[src/rtl/dma_copy_engine_if.sv]
// dma_copy_engine_if: descriptor, status and two BRAM ports of the copy engine (master = engine, slave = register file / memories)
interface dma_copy_engine_if #(
  parameter int AW = 10,
  parameter int DW = 32,
  parameter int SW = 4,
  parameter int LW = 11
);
  logic          start;
  logic [AW-1:0] src_addr;
  logic [AW-1:0] dst_addr;
  logic [LW-1:0] length;
  logic          intr_clr;
  logic          busy;
  logic          done;
  logic          intr;
  logic          mem0_en;
  logic [SW-1:0] mem0_we;
  logic [AW-1:0] mem0_addr;
  logic [DW-1:0] mem0_wdata;
  logic [DW-1:0] mem0_rdata;
  logic          mem1_en;
  logic [SW-1:0] mem1_we;
  logic [AW-1:0] mem1_addr;
  logic [DW-1:0] mem1_wdata;
  logic [DW-1:0] mem1_rdata;
  modport master (
    input  start, src_addr, dst_addr, length, intr_clr, mem0_rdata, mem1_rdata,
    output busy, done, intr, mem0_en, mem0_we, mem0_addr, mem0_wdata,
           mem1_en, mem1_we, mem1_addr, mem1_wdata
  );
  modport slave (
    output start, src_addr, dst_addr, length, intr_clr, mem0_rdata, mem1_rdata,
    input  busy, done, intr, mem0_en, mem0_we, mem0_addr, mem0_wdata,
           mem1_en, mem1_we, mem1_addr, mem1_wdata
  );
endinterface

[src/rtl/dma_copy_engine.sv]
// dma_copy_engine: copies length words mem0[src..] -> mem1[dst..] at 1 word/cycle; ports CLK, reset, bus (descriptor in, busy/done/intr out, mem0 read port, mem1 write port)
module dma_copy_engine #(
  parameter int MEM_ADDR_WIDTH = 10,
  parameter int MEM_DATA_WIDTH = 32,
  parameter int MEM_STRB_WIDTH = 4,
  parameter int LEN_WIDTH      = 11
) (
  input logic              CLK,
  input logic              reset,
  dma_copy_engine_if.master bus
);
  typedef enum logic [1:0] {IDLE, RUN, DRAIN, DONE} state_t;
  state_t                    state;
  logic [MEM_ADDR_WIDTH-1:0] src_q;
  logic [MEM_ADDR_WIDTH-1:0] dst_q;
  logic [LEN_WIDTH-1:0]      len_q;
  logic [LEN_WIDTH-1:0]      rd_cnt;
  logic [LEN_WIDTH-1:0]      wr_cnt;
  logic                      rd_vld;
  logic                      set_intr;
  logic                      unused_ok;
  // set_intr marks the edge that raises done; done itself also holds intr so a clear during the done cycle loses
  assign set_intr = state == DRAIN || (state == IDLE && bus.start && bus.length == '0);
  assign unused_ok = ^bus.mem1_rdata;
  assign bus.mem0_we = {MEM_STRB_WIDTH{1'b0}};
  assign bus.mem0_wdata = {MEM_DATA_WIDTH{1'b0}};
  // write stage is driven straight from the delayed read-issue flag so rdata is forwarded in the cycle it is valid
  assign bus.mem1_en = rd_vld;
  assign bus.mem1_we = {MEM_STRB_WIDTH{rd_vld}};
  assign bus.mem1_addr = rd_vld ? dst_q + MEM_ADDR_WIDTH'(wr_cnt) : '0;
  assign bus.mem1_wdata = rd_vld ? bus.mem0_rdata : '0;
  always_ff @(posedge CLK) begin
    if (reset) begin
      state         <= IDLE;
      src_q         <= '0;
      dst_q         <= '0;
      len_q         <= '0;
      rd_cnt        <= '0;
      wr_cnt        <= '0;
      rd_vld        <= 1'b0;
      bus.busy      <= 1'b0;
      bus.done      <= 1'b0;
      bus.intr      <= 1'b0;
      bus.mem0_en   <= 1'b0;
      bus.mem0_addr <= '0;
    end else begin
      rd_vld   <= bus.mem0_en;
      bus.intr <= set_intr | bus.done | (bus.intr & ~bus.intr_clr);
      if (rd_vld) wr_cnt <= wr_cnt + LEN_WIDTH'(1);
      case (state)
        IDLE: if (bus.start) begin
          src_q    <= bus.src_addr;
          dst_q    <= bus.dst_addr;
          len_q    <= bus.length;
          bus.busy <= 1'b1;
          if (bus.length == '0) begin
            state    <= DONE;
            bus.done <= 1'b1;
          end else begin
            state         <= RUN;
            bus.mem0_en   <= 1'b1;
            bus.mem0_addr <= bus.src_addr;
            rd_cnt        <= LEN_WIDTH'(1);
          end
        end
        RUN: if (rd_cnt == len_q) begin
          state         <= DRAIN;
          bus.mem0_en   <= 1'b0;
          bus.mem0_addr <= '0;
        end else begin
          bus.mem0_addr <= src_q + MEM_ADDR_WIDTH'(rd_cnt);
          rd_cnt        <= rd_cnt + LEN_WIDTH'(1);
        end
        DRAIN: begin
          state    <= DONE;
          bus.done <= 1'b1;
        end
        DONE: begin
          state    <= IDLE;
          bus.done <= 1'b0;
          bus.busy <= 1'b0;
          rd_cnt   <= '0;
          wr_cnt   <= '0;
        end
      endcase
    end
  end
endmodule

[src/flat_wrapper.sv]
// flat-port wrapper written by rule: the top's interface ports become plain ports
module dma_copy_engine_flat 
#(
  parameter int MEM_ADDR_WIDTH = 10,
  parameter int MEM_DATA_WIDTH = 32,
  parameter int MEM_STRB_WIDTH = 4,
  parameter int LEN_WIDTH      = 11
)
  (CLK, reset, bus_start, bus_src_addr, bus_dst_addr, bus_length, bus_intr_clr, bus_mem0_rdata, bus_mem1_rdata, bus_busy, bus_done, bus_intr, bus_mem0_en, bus_mem0_we, bus_mem0_addr, bus_mem0_wdata, bus_mem1_en, bus_mem1_we, bus_mem1_addr, bus_mem1_wdata);
  dma_copy_engine_if bus_i ();
  input logic CLK;
  input logic reset;
  input wire logic [$bits(bus_i.start)-1:0] bus_start;
  input wire logic [$bits(bus_i.src_addr)-1:0] bus_src_addr;
  input wire logic [$bits(bus_i.dst_addr)-1:0] bus_dst_addr;
  input wire logic [$bits(bus_i.length)-1:0] bus_length;
  input wire logic [$bits(bus_i.intr_clr)-1:0] bus_intr_clr;
  input wire logic [$bits(bus_i.mem0_rdata)-1:0] bus_mem0_rdata;
  input wire logic [$bits(bus_i.mem1_rdata)-1:0] bus_mem1_rdata;
  output wire logic [$bits(bus_i.busy)-1:0] bus_busy;
  output wire logic [$bits(bus_i.done)-1:0] bus_done;
  output wire logic [$bits(bus_i.intr)-1:0] bus_intr;
  output wire logic [$bits(bus_i.mem0_en)-1:0] bus_mem0_en;
  output wire logic [$bits(bus_i.mem0_we)-1:0] bus_mem0_we;
  output wire logic [$bits(bus_i.mem0_addr)-1:0] bus_mem0_addr;
  output wire logic [$bits(bus_i.mem0_wdata)-1:0] bus_mem0_wdata;
  output wire logic [$bits(bus_i.mem1_en)-1:0] bus_mem1_en;
  output wire logic [$bits(bus_i.mem1_we)-1:0] bus_mem1_we;
  output wire logic [$bits(bus_i.mem1_addr)-1:0] bus_mem1_addr;
  output wire logic [$bits(bus_i.mem1_wdata)-1:0] bus_mem1_wdata;
  assign bus_i.start = bus_start;
  assign bus_i.src_addr = bus_src_addr;
  assign bus_i.dst_addr = bus_dst_addr;
  assign bus_i.length = bus_length;
  assign bus_i.intr_clr = bus_intr_clr;
  assign bus_i.mem0_rdata = bus_mem0_rdata;
  assign bus_i.mem1_rdata = bus_mem1_rdata;
  assign bus_busy = bus_i.busy;
  assign bus_done = bus_i.done;
  assign bus_intr = bus_i.intr;
  assign bus_mem0_en = bus_i.mem0_en;
  assign bus_mem0_we = bus_i.mem0_we;
  assign bus_mem0_addr = bus_i.mem0_addr;
  assign bus_mem0_wdata = bus_i.mem0_wdata;
  assign bus_mem1_en = bus_i.mem1_en;
  assign bus_mem1_we = bus_i.mem1_we;
  assign bus_mem1_addr = bus_i.mem1_addr;
  assign bus_mem1_wdata = bus_i.mem1_wdata;
  dma_copy_engine #(.MEM_ADDR_WIDTH(MEM_ADDR_WIDTH), .MEM_DATA_WIDTH(MEM_DATA_WIDTH), .MEM_STRB_WIDTH(MEM_STRB_WIDTH), .LEN_WIDTH(LEN_WIDTH)) u_core (.CLK(CLK), .reset(reset), .bus(bus_i));
endmodule
[config.mk]
export PLATFORM = sky130hd
export DESIGN_NAME = dma_copy_engine_flat
export DESIGN_NICKNAME = d
export VERILOG_FILES = /design/src/rtl/dma_copy_engine_if.sv /design/src/rtl/dma_copy_engine.sv /design/src/flat_wrapper.sv
export SDC_FILE = /design/constraint.sdc
export NUM_CORES = 1
export LEC_CHECK = 0
export ABC_AREA = 1
export CORE_MARGIN = 8
export CORE_UTILIZATION = 40
export CTS_CLUSTER_SIZE = 28
export DETAILED_ROUTE_END_ITERATION = 7
export GPL_ROUTABILITY_DRIVEN = 0
export PLACE_DENSITY = 0.76
export SYNTH_ARGS = -nofsm -noshare
export SYNTH_HDL_FRONTEND = slang
export SYNTH_SLANG_ARGS = --single-unit
export TNS_END_PERCENT = 50
[constraint.sdc]
create_clock -name CLK -period 4.04 [get_ports CLK]
set_input_delay 0.606 -clock CLK [delete_from_list [all_inputs] [get_ports CLK]]
set_output_delay 0.606 -clock CLK [all_outputs]
set_load 0.01 [all_outputs]
==> results of run 1 <==
## state kept, by name (all words and copies together), names as in the netlist
| register | count |
|---|---|
| u_core.bus.busy | 1 |
| u_core.bus.intr | 1 |
| u_core.bus.mem0_addr | 10 |
| u_core.bus.mem0_en | 1 |
| u_core.bus.mem1_en | 1 |
| u_core.bus.done | 1 |
| u_core.dst_q | 10 |
| u_core.len_q | 11 |
| u_core.wr_cnt | 10 |
| u_core.rd_cnt | 11 |
| u_core.state | 2 |
| u_core.src_q | 10 |
## cell type report
| class | count | area, um^2 |
|---|---|---|
| fillers | 1112 | 5200 |
| flip-flops and latches | 69 | 1380 |
| multi-input cells | 505 | 2580 |
| clock buffers | 10 | 229 |
| clock inverters | 6 | 87.6 |
| repair buffers | 132 | 1310 |
| well taps | 143 | 179 |
| inverters | 95 | 357 |
## cell usage in the layout (no fill, tap or decap), types with 5 or more instances in the layout
master           count
nand4_1             11
buf_4                5
conb_1              36
xor2_1              12
inv_1               91
nor2_1              87
a31oi_1              5
nand3_1             33
dfxtp_1             69
nand2_1            133
xnor2_1              9
o21ai_0             58
ha_1                24
nor3_1              10
clkdlybuf4s50_1    127
clkbuf_16            9
a21oi_1             64
## through the flow
| stage | worst slack [ps] | hold slack, ps | instances | area (um^2) | power, mW |
|---|---|---|---|---|---|
| after floorplan | 1630 | 444 | 736 | 4750 | 1.89 |
| after global placement | 965 | 464 | 944 | 5810 | 2.37 |
| after detailed placement | 939 | 464 | 944 | 5810 | 2.38 |
| after CTS | 585 | 471 | 960 | 6120 | 3.22 |
| after global routing | 334 | 496 | 960 | 6120 | 3.45 |
| final | 574 | 468 | 960 | 6120 | 3.21 |
## logic make-up (layout without fill, tap and decap cells)
| kind of cell | count (synthesis) | count (layout) | share of synthesized area [%] |
|---|---|---|---|
| other cells | 1 | 36 | 0.0813 |
| fa+ha+maj | 26 | 26 | 7.38 |
| compound gates | 137 | 137 | 15.6 |
| simple gates | 285 | 285 | 26.0 |
| buf+inv | 162 | 243 | 17.0 |
| flops | 69 | 69 | 29.9 |
| xor+xnor | 21 | 21 | 3.99 |
## worst max path at each step
stage                     start               end  slack [ps]  depth (start not counted)
2_1_floorplan  u_core.wr_cnt[0]  bus_mem1_addr[6]        1630                          8
3_3_place_gp   u_core.wr_cnt[0]  bus_mem1_addr[6]         960                          9
3_5_place_dp   u_core.wr_cnt[0]  bus_mem1_addr[6]         940                          9
4_1_cts        u_core.wr_cnt[0]  bus_mem1_addr[6]         590                          9
5_1_grt        u_core.wr_cnt[0]  bus_mem1_addr[6]         330                          9
6_report       u_core.wr_cnt[0]  bus_mem1_addr[6]         570                          9
## synth_stat cells
| master | n | area share (%) |
|---|---|---|
| conb_1 | 1 | 0.081 |
| ha_1 | 24 | 6.5 |
| o21a_1 | 1 | 0.16 |
| or2_0 | 1 | 0.14 |
| inv_2 | 3 | 0.24 |
| o31a_1 | 1 | 0.19 |
| a31oi_1 | 5 | 0.68 |
| buf_2 | 5 | 0.54 |
| nand3_1 | 33 | 3.6 |
| xor2_1 | 12 | 2.3 |
| nand4_4 | 1 | 0.46 |
| fa_1 | 2 | 0.87 |
| nand3b_1 | 1 | 0.16 |
| nand2_2 | 3 | 0.41 |
| a21oi_2 | 3 | 0.57 |
| inv_1 | 91 | 7.4 |
| nand2_1 | 133 | 11 |
| nor2_4 | 1 | 0.24 |
| buf_4 | 41 | 6.7 |
| dfxtp_1 | 69 | 30 |
| a21oi_1 | 64 | 6.9 |
| clkbuf_1 | 16 | 1.3 |
| buf_1 | 3 | 0.24 |
| clkinv_1 | 1 | 0.081 |
| nor2_2 | 3 | 0.41 |
| o21ai_0 | 58 | 6.3 |
| a21o_1 | 2 | 0.33 |
| o21bai_1 | 3 | 0.49 |
| xnor2_1 | 9 | 1.7 |
| buf_6 | 2 | 0.49 |
| nor2_1 | 87 | 7.1 |
| nor3_1 | 10 | 1.1 |
| nand4_1 | 11 | 1.5 |
| nor4_1 | 1 | 0.14 |
## power breakdown
group	total, mW	switching, mW	internal, mW
registers	0.979	0.120	0.859
clock network	0.829	0.290	0.539
logic	1.40	0.822	0.577
## routing by layer
layer	up-vias	routed length (um)	GRT usage, %
li1	2380	-	-
met5	-	0	0
met2	171	6220	30.2
met3	10	1220	3.84
met1	2035	5660	20.0
met4	0	92	4.21
## critical path: cells and delay by family, from the launching register on
| family | cells | cell delay (ps) |
|---|---|---|
| AND/OR/NAND/NOR | 1 | 90 |
| adder cells (fa/ha/maj) | 2 | 610 |
| AO/OA/AOI/OAI | 4 | 830 |
| buffers and inverters | 2 | 630 |
| flip-flops | 1 | 370 |
==> results.md, run 1 <==
- Cell mode on critical path: o21ai_0
- # setup viols final: 0
- Hold Path Depth: 2
- Detail Route Antenna Nets: 0
- P&R area growth vs syn: 32.7%
- Tightest Hold Check Type: flip-flop to flip-flop
- Cell Chain, Critical Path: ha_1 > inv_1 > fa_1 > o21ai_0 > nand2_1 > a31oi_1 > o21ai_0 > a21oi_1 > clkdlybuf4s50_1
- Count of state elements after synthesis: 69
- Post-synthesis instance total: 701
- Slowest CP cell: clkdlybuf4s50_1
- Share of layout cells above drive strength 1: under 10%
- Pin count of the biggest net entering global routing: 40
- Core Area: 0.0113 mm^2
- Via count: 4,596
- Global-route wire length before repair: 20.9 mm
- ANT cells: 0
- Critical path's largest stage delay: 550 ps
- Leak: 2.79 nW
- Die Y: 123 um
- Unrepaired setup endpoints after global routing: no
- Root Buffer Master: clkbuf_16
- Relative slew slack: 42.0%
- Final HPWL DP: 10.2 mm
- H-tree levels: 3
- IO Count: 196
- Seq/Total Area, Yosys: 29.9%
- Nets: ~940
- Reg2reg setup slack: 1580 ps
- Layout Utilization: between 50% and 60%
- Required time worst endpoint: 3430 ps
- Grt total ovfl: 0
- Worst R2R Path Depth: 7
- PortBufs: 127
- Crit-path max FO: 4
- Die X-Extent: 123 um
- Netlist cell types: 34
- Setup bufs post-CTS: 0
- Vias/cell: 4.79
- Max Buffers Root-to-Sink: 2
- Initial antenna violation count: 0
- Drt wl/cell: 13.7 um
- Timing-limited maximum frequency: 0.289 GHz
- Yosys warns: 0
- Hold Startpoint: u_core.len_q[5]
- Post-CTS Hold Buffers: 0
- DRC violations left: 0
- Initial Util: 40.8%
- Slew @ Worst Pin: between 800 and 900 ps
- Hold endpoint: u_core.len_q[5]
- Critical path class: flip-flop to output port
- RR Startpoint: u_core.state[1]
- Clock slew at reported path FFs: 60 ps
- Setup Skew: 5.86 ps
- CTS Buf Count: 9
- RR Endpoint: u_core.bus.done
- CP endpoint kind: output port
- Die area: 0.0152 mm^2
- Status: completed
- Max-slew violation count: 0
- Initial DRT Pass Iterations: 5
- WP data arrival: 2860 ps
- TNS Setup: 0 ps
- Clk sinks: 69
- CTS tree: yes
- Total track usage: 16.9%
- Max_cap viols: 0
- Max IR drop VDD: 0.318 mV
- Vias in the first global route: 4,339
- Post-Syn Area per Cell: roughly 6.6 um^2
- Resize count post-CTS: 0
- Post-layout min period: 3470 ps
- Post-Syn Area: 0.00461 mm^2
- Final Hold Vio Count: 0
- Clk Latency, worst-skew pair: 330 ps
- Power per Cell Area: about 520 mW/mm^2
- Routed wire length: 13.2 mm
- DRT iter0 DRCs: 280
- Final period utilization: a little under nine tenths
- Critical Path Start Type: flip-flop
- Row Count: 39
(Power assumes the default switching activity.)
==> run 2: changes to the inputs <==
Settings changed: CTS_CLUSTER_DIAMETER from default to 30.
Clock period 4.04 ns to 3.6 ns, I/O delays scaled along.
==> run 2 against run 1 <==
Net effect: clock skew grew 2.0 ps; clock power rose by 8.4%; register-to-register slack worse by 250 ps; hold slack improved by 9.6 ps; critical path depth stayed put; clock-buffer cell count is the same; combinational power increased by 13%; highest routed layer unchanged; power increased by 12%.
==> results.md, run 2 (synthesized netlist as in run 1, its figures left out) <==
- Leak: 2.80 nW (+0.22%)
- Routing usage on met1: 19.9% (-0.15 points)
- Slew @ Worst Pin: 835 ps (-35.1 ps)
- Placed Cells: 946 (+0.21%)
- Vias/cell: 4.82 (+0.62%)
- Clk sinks: 69 (unchanged)
- Die Y: 123 um (unchanged)
- Drt wl/cell: 13.6 um (-1.1%)
- Final period utilization: 91.1%
- Final Hold Vio Count: 0 (unchanged)
- Fin Hold WS: 477 ps (+9.62 ps)
- TNS Setup: 0 ps (unchanged)
- Clk Latency, worst-skew pair: 340 ps (about the same)
- Status: completed
- Initial Util: 40.8% (unchanged)
- Initial DRT Pass Iterations: 4 (-1)
- DRT iter0 DRCs: 295 (+5.4%)
- Detail Route Antenna Nets: 0 (unchanged)
- Unrepaired setup endpoints after global routing: no
- Required time worst endpoint: 3060 ps (-370 ps)
- IO Count: 196 (unchanged)
- Reg2reg setup slack: 1330 ps (-250 ps)
- Global-route wire length before repair: 20.9 mm (+0.20%)
- Routed wire length: 13.1 mm (-0.87%)
- Area of the multi-input gates: 0.00258 mm^2 (unchanged)
- Pin count of the biggest net entering global routing: 40 (unchanged)
- CTS tree: yes
- Setup Skew: 7.88 ps (+2.02 ps)
- Register area: 0.00138 mm^2 (unchanged)
- Max_cap viols: 0 (unchanged)
- Initial antenna violation count: 0 (unchanged)
- Clock slew at reported path FFs: 60 ps (about the same)
- Max Buffers Root-to-Sink: 2 (unchanged)
- Grt met3 use: 4.75% (+0.91 points)
- Timing-limited maximum frequency: 0.305 GHz
- Die X-Extent: 123 um (unchanged)
- Critical path class: flip-flop to output port
- H-tree levels: 3 (unchanged)
- CTS Buf Count: 9 (unchanged)
- P&R area growth vs syn: 32.9%
- Core Area: 0.0113 mm^2 (unchanged)
- Max IR drop VDD: 0.332 mV (+4.4%)
- Final HPWL DP: 10.1 mm (-0.87%)
- Row Count: 39 (unchanged)
- Grt total ovfl: 0 (unchanged)
- Most frequent cells in the layout: nand2_1 (133), clkdlybuf4s50_1 (127), inv_1 (91), nor2_1 (87), dfxtp_1 (69)
- Crit-path max FO: 4 (unchanged)
- Max-slew violation count: 0 (unchanged)
- Finished Layout Cells: 962 (+0.21%)
- Global routing usage on met2: 29.3% (-0.91 points)
- Gr busiest metal: met2
- PortBufs: 127 (unchanged)
- Fill count: 1,111 (-0.090%)
- # setup viols final: 0 (unchanged)
- Via count: 4,634 (+0.83%)
- Biggest regs: u_core.len_q (11), u_core.rd_cnt (11)
- Commonest non-fill, non-tap cell in the layout: nand2_1
- Share of layout cells above drive strength 1: 4.52% (+0.36 points)
- DRC violations left: 0 (unchanged)
- Die area: 0.0152 mm^2 (unchanged)
- Critical Path Start Type: flip-flop
- Hold Path Depth: 2 (unchanged)
- Post-layout min period: around 3300 ps
- Total track usage: 16.9% (about the same)
- Vias in the first global route: 4,368 (+0.67%)
- Tightest Hold Check Type: flip-flop to flip-flop
- Nets: 939 (+0.21%)
- Relative slew slack: 44.3% (+2.3 points)
- WP data arrival: 2740 ps (-120 ps)
- ANT cells: 0 (unchanged)
- CP endpoint kind: output port
- Worst R2R Path Depth: 10 (+3)
- Root Buffer Master: clkbuf_16
- Power per Cell Area: 586 mW/mm^2 (+12%)
-- run 2: changes by cell type in the layout (fill, tap and decap cells not counted), sizes merged --
| cell | previous run | this run |
|---|---|---|
| bufinv | 2 | 1 |
| buf | 5 | 7 |
| inv | 94 | 95 |
-- run 2: timing repair --
action                     4_1_cts  5_1_grt
resized for setup                0        1
buffers inserted                 0        0
setup endpoints to repair        0        1
hold buffers                     0        0
-- run 2: stage by stage --
step	utilization (%)	area, um^2	power, mW	worst slack, ps
2_1_floorplan	-	4750	2.12	1250
4_1_cts	54.2	6130	3.62	204
3_5_place_dp	51.4	5820	2.70	569
5_1_grt	54.2	6130	3.87	99.9
6_report	54.2	6130	3.59	320
3_3_place_gp	51.4	5820	2.68	576
-- run 2: final cells by class --
cell class                 count  share of cell area [%]
inverter                      95                    5.82
timing repair buffer         134                    21.6
multi-input combinational    505                    42.1
sequential                    69                    22.5
tap                          143                    2.92
clock buffer                  10                    3.90
clock inverter                 6                    1.14
-- run 2: path summary, 6_finish.rpt --
kind	start	end
setup / recovery	u_core.wr_cnt[0]	bus_mem1_addr[6]
hold / removal	u_core.len_q[3]	u_core.len_q[3]
setup reg to reg	u_core.rd_cnt[0]	u_core.bus.mem0_addr[8]
hold reg to reg	u_core.len_q[3]	u_core.len_q[3]
-- run 2: power breakdown --
| part | internal, mW | switching (mW) | leakage (nW) |
|---|---|---|---|
| registers | 0.964 | 0.144 | 0.567 |
| clock network | 0.558 | 0.341 | 0.141 |
| logic | 0.662 | 0.922 | 2.09 |
| total | 2.18 | 1.41 | 2.80 |
-- run 2: metal layers --
layer / wire length, um / vias up
met1: 5660 / 2063
met4: 183 / 0
met5: 0 / -
met3: 1100 / 14
li1: - / 2397
met2: 6130 / 160
-- run 2: worst max-delay path: stages (launching register included) --
cell             delay [ps]
dfxtp_1                 380
ha_1                    210
inv_1                    70
fa_1                    400
o21ai_1                 280
nand2_1                  80
a31oi_1                 170
o21ai_0                  90
a21oi_1                 150
clkdlybuf4s50_1         560
==> RTL change 1, RTL diff (config.mk and constraints of run 1) <==
Make the reset (`reset`) asynchronous in one clocked block.
--- a/src/rtl/dma_copy_engine.sv
+++ b/src/rtl/dma_copy_engine.sv
@@ -30,5 +30,5 @@
   assign bus.mem1_addr = rd_vld ? dst_q + MEM_ADDR_WIDTH'(wr_cnt) : '0;
   assign bus.mem1_wdata = rd_vld ? bus.mem0_rdata : '0;
-  always_ff @(posedge CLK) begin
+  always_ff @(posedge CLK or posedge reset) begin
     if (reset) begin
       state         <= IDLE;
Behaviour: differs if reset is asserted again (counterexample within 4 cycles, from zero or initial values and one cycle with reset high); with reset held inactive, the same outputs for 10 cycles.
==> RTL change 1 against run 1 <==
Power is 33% higher. Routed wire length grew 0.50%. Sequential cell count is the same. Highest routed layer unchanged. Critical path type unchanged. Area after synthesis rose by 7.2%. Combinational power is 61% higher. Utilization is 0.054 points lower. Clock skew rose by 2.0 ps. Synthesized cell count up 1.6%. Setup slack gained 210 ps. Global-route usage decreased by 0.60 points. Design area grew 6.4%. Die area rose by 6.2%. Non-clock buffer count stayed put.
==> RTL change 1: results (changes against run 1) <==
** Outcome
- Result of the run: completed (unchanged).

** Synth
- Most used standard cells in the synthesized netlist :: 244 x sky130_fd_sc_hd__nand2_1, 100 x sky130_fd_sc_hd__inv_1, 69 x sky130_fd_sc_hd__dfrtp_1 (was 133 x sky130_fd_sc_hd__nand2_1, 91 x sky130_fd_sc_hd__inv_1, 87 x sky130_fd_sc_hd__nor2_1)
- Count of distinct cell types in the synthesized netlist :: 38 (was 34)
- FFs w/ async S/R, synth :: 100% (was 0%)

** Global route
- Routing usage on met3 :: 3.83% (was 3.84%)
- The number of global-route vias before repair is 4347 (was 4339).
- The first-pass GRT wire length was 21500 µm (was 20900 µm).
- GR Util All Layers :: 16.3% (was 16.9%)
- The met1 capacity usage during global routing came to 19.7% (was 20.0%).
- Maximum number of pins on one net before global-route repair :: 70 (was 40)

** Critical path
- R2R cell count :: 9 (was 7)
- Worst Setup EP :: bus_mem1_addr[8] (was bus_mem1_addr[6])
- Worst setup startpoint :: u_core.wr_cnt[0] (unchanged)

** Timing
- Clock skew after layout :: 7.87 ps (was 5.86 ps)

** Route
- Routed vias :: 4578 (was 4596)
- The count of routing violations after the opening detailed-route iteration is 243 (was 280).
- Amount of wire on met2 after detailed routing :: 6270 µm (was 6220 µm)

** Final layout
- The number of fill cells in the layout came to 1178 (was 1112).
- The area share of buffers outside the clock network was 20.1% (was 21.4%).
- The summed area of non-filler cells in the final layout came to 6520 µm² (was 6120 µm²).
- The area used by multi-input combinational logic is 2570 µm² (was 2580 µm²).
- The fraction of final layout cells with drive strength greater than 1 came to 5.63% (was 4.16%).

** Placement
- The standard cell area after detailed placement was 6200 µm² (was 5810 µm²).

** Hold path
- The count of cells along the worst hold path came to 0 (was 2).
- Terminating pin of the worst hold path :: u_core.bus.mem1_en (was u_core.len_q[5])

** Pwr
- The static leakage power was 3.42 nW (was 2.79 nW).
- Cell internal power dissipation :: 2.47 mW (was 1.97 mW)
==> RTL change 1: cell types whose count changed in the layout (fill, tap and decap cells not counted), sizes merged, moves of 9 or more <==
cell	delta
o21ai	-29
nand2	+112
nor2	-37
dfrtp	+69
inv	+9
nand3	+16
dfxtp	-69
a21oi	-37
==> RTL change 1: cells by family after synthesis <==
family | share of synthesized area (%)
adder cells (fa/ha/maj) | 6.88
XOR/XNOR | 3.54
AND/OR/NAND/NOR | 31.7
other | 0.0758
AO/OA/AOI/OAI | 7.03
flip-flops | 34.9
buffers and inverters | 15.8
==> RTL change 1: metrics by stage <==
step	util, %	total power, mW	hold WS [ps]	std cells
6_report	54.0	4.28	423	1003
5_1_grt	54.0	4.65	444	1003
4_1_cts	54.0	4.31	424	1003
3_5_place_dp	51.4	3.46	400	988
3_3_place_gp	51.4	3.42	396	988
2_1_floorplan	-	2.64	429	747
==> RTL change 1: power by group through the flow <==
stage | registers, mW | clock network (mW) | logic, mW
finish | 1.19 | 0.829 | 2.26
global placement | 1.19 | 0 | 2.23
floorplan | 1.16 | 0 | 1.48
detailed placement | 1.20 | 0 | 2.26
CTS | 1.19 | 0.844 | 2.27
global route | 1.23 | 0.873 | 2.55
==> RTL change 1: worst register-to-register path, cell delays in order, from the launching register on <==
cell and delay [ps]:
sky130_fd_sc_hd__dfrtp_1 400, sky130_fd_sc_hd__inv_1 90, sky130_fd_sc_hd__ha_1 190, sky130_fd_sc_hd__inv_1 570, sky130_fd_sc_hd__a21oi_2 150, sky130_fd_sc_hd__nand2_4 260
sky130_fd_sc_hd__nand2_1 320, sky130_fd_sc_hd__nand2_2 320, sky130_fd_sc_hd__nand2_1 80, sky130_fd_sc_hd__nand2_1 70
==> RTL change 2, RTL diff (config.mk and constraints of run 1) <==
Without the edit above. Re-encode `state_t` (4 states) as one-hot, 4 bits wide.
--- a/src/rtl/dma_copy_engine.sv
+++ b/src/rtl/dma_copy_engine.sv
@@ -10,5 +10,5 @@
   dma_copy_engine_if.master bus
 );
-  typedef enum logic [1:0] {IDLE, RUN, DRAIN, DONE} state_t;
+  typedef enum logic [3:0] {IDLE = 4'b0001, RUN = 4'b0010, DRAIN = 4'b0100, DONE = 4'b1000} state_t;
   state_t                    state;
   logic [MEM_ADDR_WIDTH-1:0] src_q;
Check against the original RTL: same outputs for any inputs over 10 cycles, from zero or initial values and one cycle with reset high; not proved beyond that.
==> RTL change 2 against run 1 <==
Setup slack better by 250 ps. Routed wire length is 3.9% higher. Design area is 2.1% higher. Synthesized cell count is 5.1% higher. Utilization is 1.2 points lower. Sequential cell count is 2 higher. Clock skew is 0.52 ps higher. Area after synthesis is 3.0% higher. First-iteration DRC count is 1.8% higher. Maximum frequency is 7.7% higher. Largest cell class unchanged.
Power is not compared: it rests on default switching activity, and its combinational part moved more than twofold at a synthesized area within 25%.
==> RTL change 2: results (changes against run 1) <==
** CTS
- Worst-skew pair later-pin latency :: 330 ps (about the same)
- The clock transition time at the flip-flop clock pins of the worst setup and hold paths is 60 ps (about the same).

** Global route
- Maximum number of pins on one net before global-route repair :: 54 (was 40)
- GR Util All Layers :: 17.1% (was 16.9%)
- Number of antenna violations at the first check in global routing :: 0 (unchanged)
- Via count of the first global-routing pass :: 4559 (was 4339)
- Wire length of the first global-routing pass :: 22600 µm (was 20900 µm)

** Synth
- Area contributors post-synth :: sky130_fd_sc_hd__dfxtp_1 30%, sky130_fd_sc_hd__nand2_1 14%, sky130_fd_sc_hd__a21oi_1 8.9%, sky130_fd_sc_hd__inv_1 7.4%, sky130_fd_sc_hd__buf_4 6.5% (was sky130_fd_sc_hd__dfxtp_1 30%, sky130_fd_sc_hd__nand2_1 11%, sky130_fd_sc_hd__inv_1 7.4%, sky130_fd_sc_hd__nor2_1 7.1%, sky130_fd_sc_hd__a21oi_1 6.9%)
- The dominant register cell in the synthesized netlist is sky130_fd_sc_hd__dfxtp_1 (unchanged).
- Most used standard cells in the synthesized netlist :: 183 x sky130_fd_sc_hd__nand2_1, 94 x sky130_fd_sc_hd__inv_1, 85 x sky130_fd_sc_hd__a21oi_1 (was 133 x sky130_fd_sc_hd__nand2_1, 91 x sky130_fd_sc_hd__inv_1, 87 x sky130_fd_sc_hd__nor2_1)
- The sequential area share after synthesis came to 29.9% (about the same).
- The number of unique standard cell types used by synthesis came to 35 (was 34).

** Final layout
- Layout cell share with drive strength beyond 1 :: 3.99% (was 4.16%)
- Net total in the final layout :: 969 (was 937)
- Largest registers: u_core.len_q x11, u_core.rd_cnt x11 (unchanged).

** Critical path
- Crit Reg-Reg Startpoint :: u_core.state[0] (was u_core.state[1])
- Worst Path Arrival :: 2610 ps (was 2860 ps)
- The maximum fanout along the worst path came to 4 (unchanged).

** Route
- The number of vias per cell after detailed routing came to 4.84 (was 4.79).
- Total wire length after detailed routing :: 13700 µm (was 13200 µm)
- Detailed router's first-iteration violation count :: 285 (was 280)

** Timing
- The measured slew at the worst slew-check pin was 628 ps (was 870 ps).
- Clock skew after layout :: 6.38 ps (was 5.86 ps)

** Hold path
- Hold/Removal Path Class :: flop to flop (unchanged)
- The origin of the worst min-delay path is u_core.bus.busy (was u_core.len_q[5]).

** Placement
- Sum of net half-perimeters after detailed placement :: 10500 µm (was 10200 µm)
- The post-placement worst setup slack is 1190 ps (was 939 ps).

** Outcome
- Result of the run :: completed (unchanged)

** Pwr
- For this design the total switching power over the nets is roughly 0.75 mW.
## RTL change 2: path summary, 6_finish.rpt
check                      to  slack [ps]  depth (start not counted)
min           u_core.bus.busy         450                          2
max reg2reg   u_core.dst_q[1]        1750                          8
max          bus_mem1_addr[6]         820                         10
min reg2reg   u_core.bus.busy         450                          2
## RTL change 2: area by class of cell
| class | instances | area (µm²) |
|---|---|---|
| clock inverters | 5 | 56.3 |
| repair buffers | 134 | 1320 |
| fillers | 1171 | 5560 |
| clock buffers | 11 | 253 |
| flip-flops and latches | 71 | 1420 |
| multi-input cells | 536 | 2650 |
| inverters | 96 | 360 |
| well taps | 147 | 184 |
## RTL change 2: cell families (layout without fill, tap and decap cells)
logic type | Yosys count | after routing | synth area share [%]
compound gates | 123 | 123 | 13.2
buf+inv | 165 | 246 | 17.0
simple gates | 338 | 338 | 30.6
flops | 71 | 71 | 29.9
other cells | 1 | 36 | 0.0789
fa+ha+maj | 22 | 22 | 6.11
xor+xnor | 17 | 17 | 3.13
## RTL change 2: power groups by stage
stage	sequential (mW)	combinational [mW]	clock (mW)
floorplan	0.848	0.437	0
global placement	0.840	0.666	0
detailed placement	0.843	0.673	0
CTS	0.829	0.678	0.816
global route	0.839	0.755	0.848
finish	0.829	0.676	0.809
## RTL change 2: critical path, cell delays in order (launching register included)
cell	delay (ps)
sky130_fd_sc_hd__dfxtp_1	390
sky130_fd_sc_hd__ha_1	190
sky130_fd_sc_hd__inv_1	70
sky130_fd_sc_hd__fa_1	400
sky130_fd_sc_hd__nand3b_1	180
sky130_fd_sc_hd__nand2_1	150
sky130_fd_sc_hd__nand2_1	70
sky130_fd_sc_hd__nand2_1	50
sky130_fd_sc_hd__o21ai_0	90
sky130_fd_sc_hd__a21oi_1	150
sky130_fd_sc_hd__clkdlybuf4s50_1	550
## RTL change 2: routing by layer
metal | up-vias | wire [µm] | GRT usage (%)
met5 | - | 0 | 0
met4 | 0 | 139 | 4.58
met3 | 15 | 808 | 3.57
met2 | 160 | 6920 | 31.2
met1 | 2159 | 5850 | 19.9
li1 | 2504 | - | -
## RTL change 2: metrics by stage
step | utilization (%) | instance area (µm²) | hold WS, ps | instances
4_1_cts | 52.9 | 6250 | 456 | 1000
5_1_grt | 52.9 | 6250 | 485 | 1000
2_1_floorplan | - | 4880 | 440 | 772
3_5_place_dp | 50.3 | 5940 | 447 | 984
6_report | 52.9 | 6250 | 452 | 1000
3_3_place_gp | 50.3 | 5940 | 438 | 984
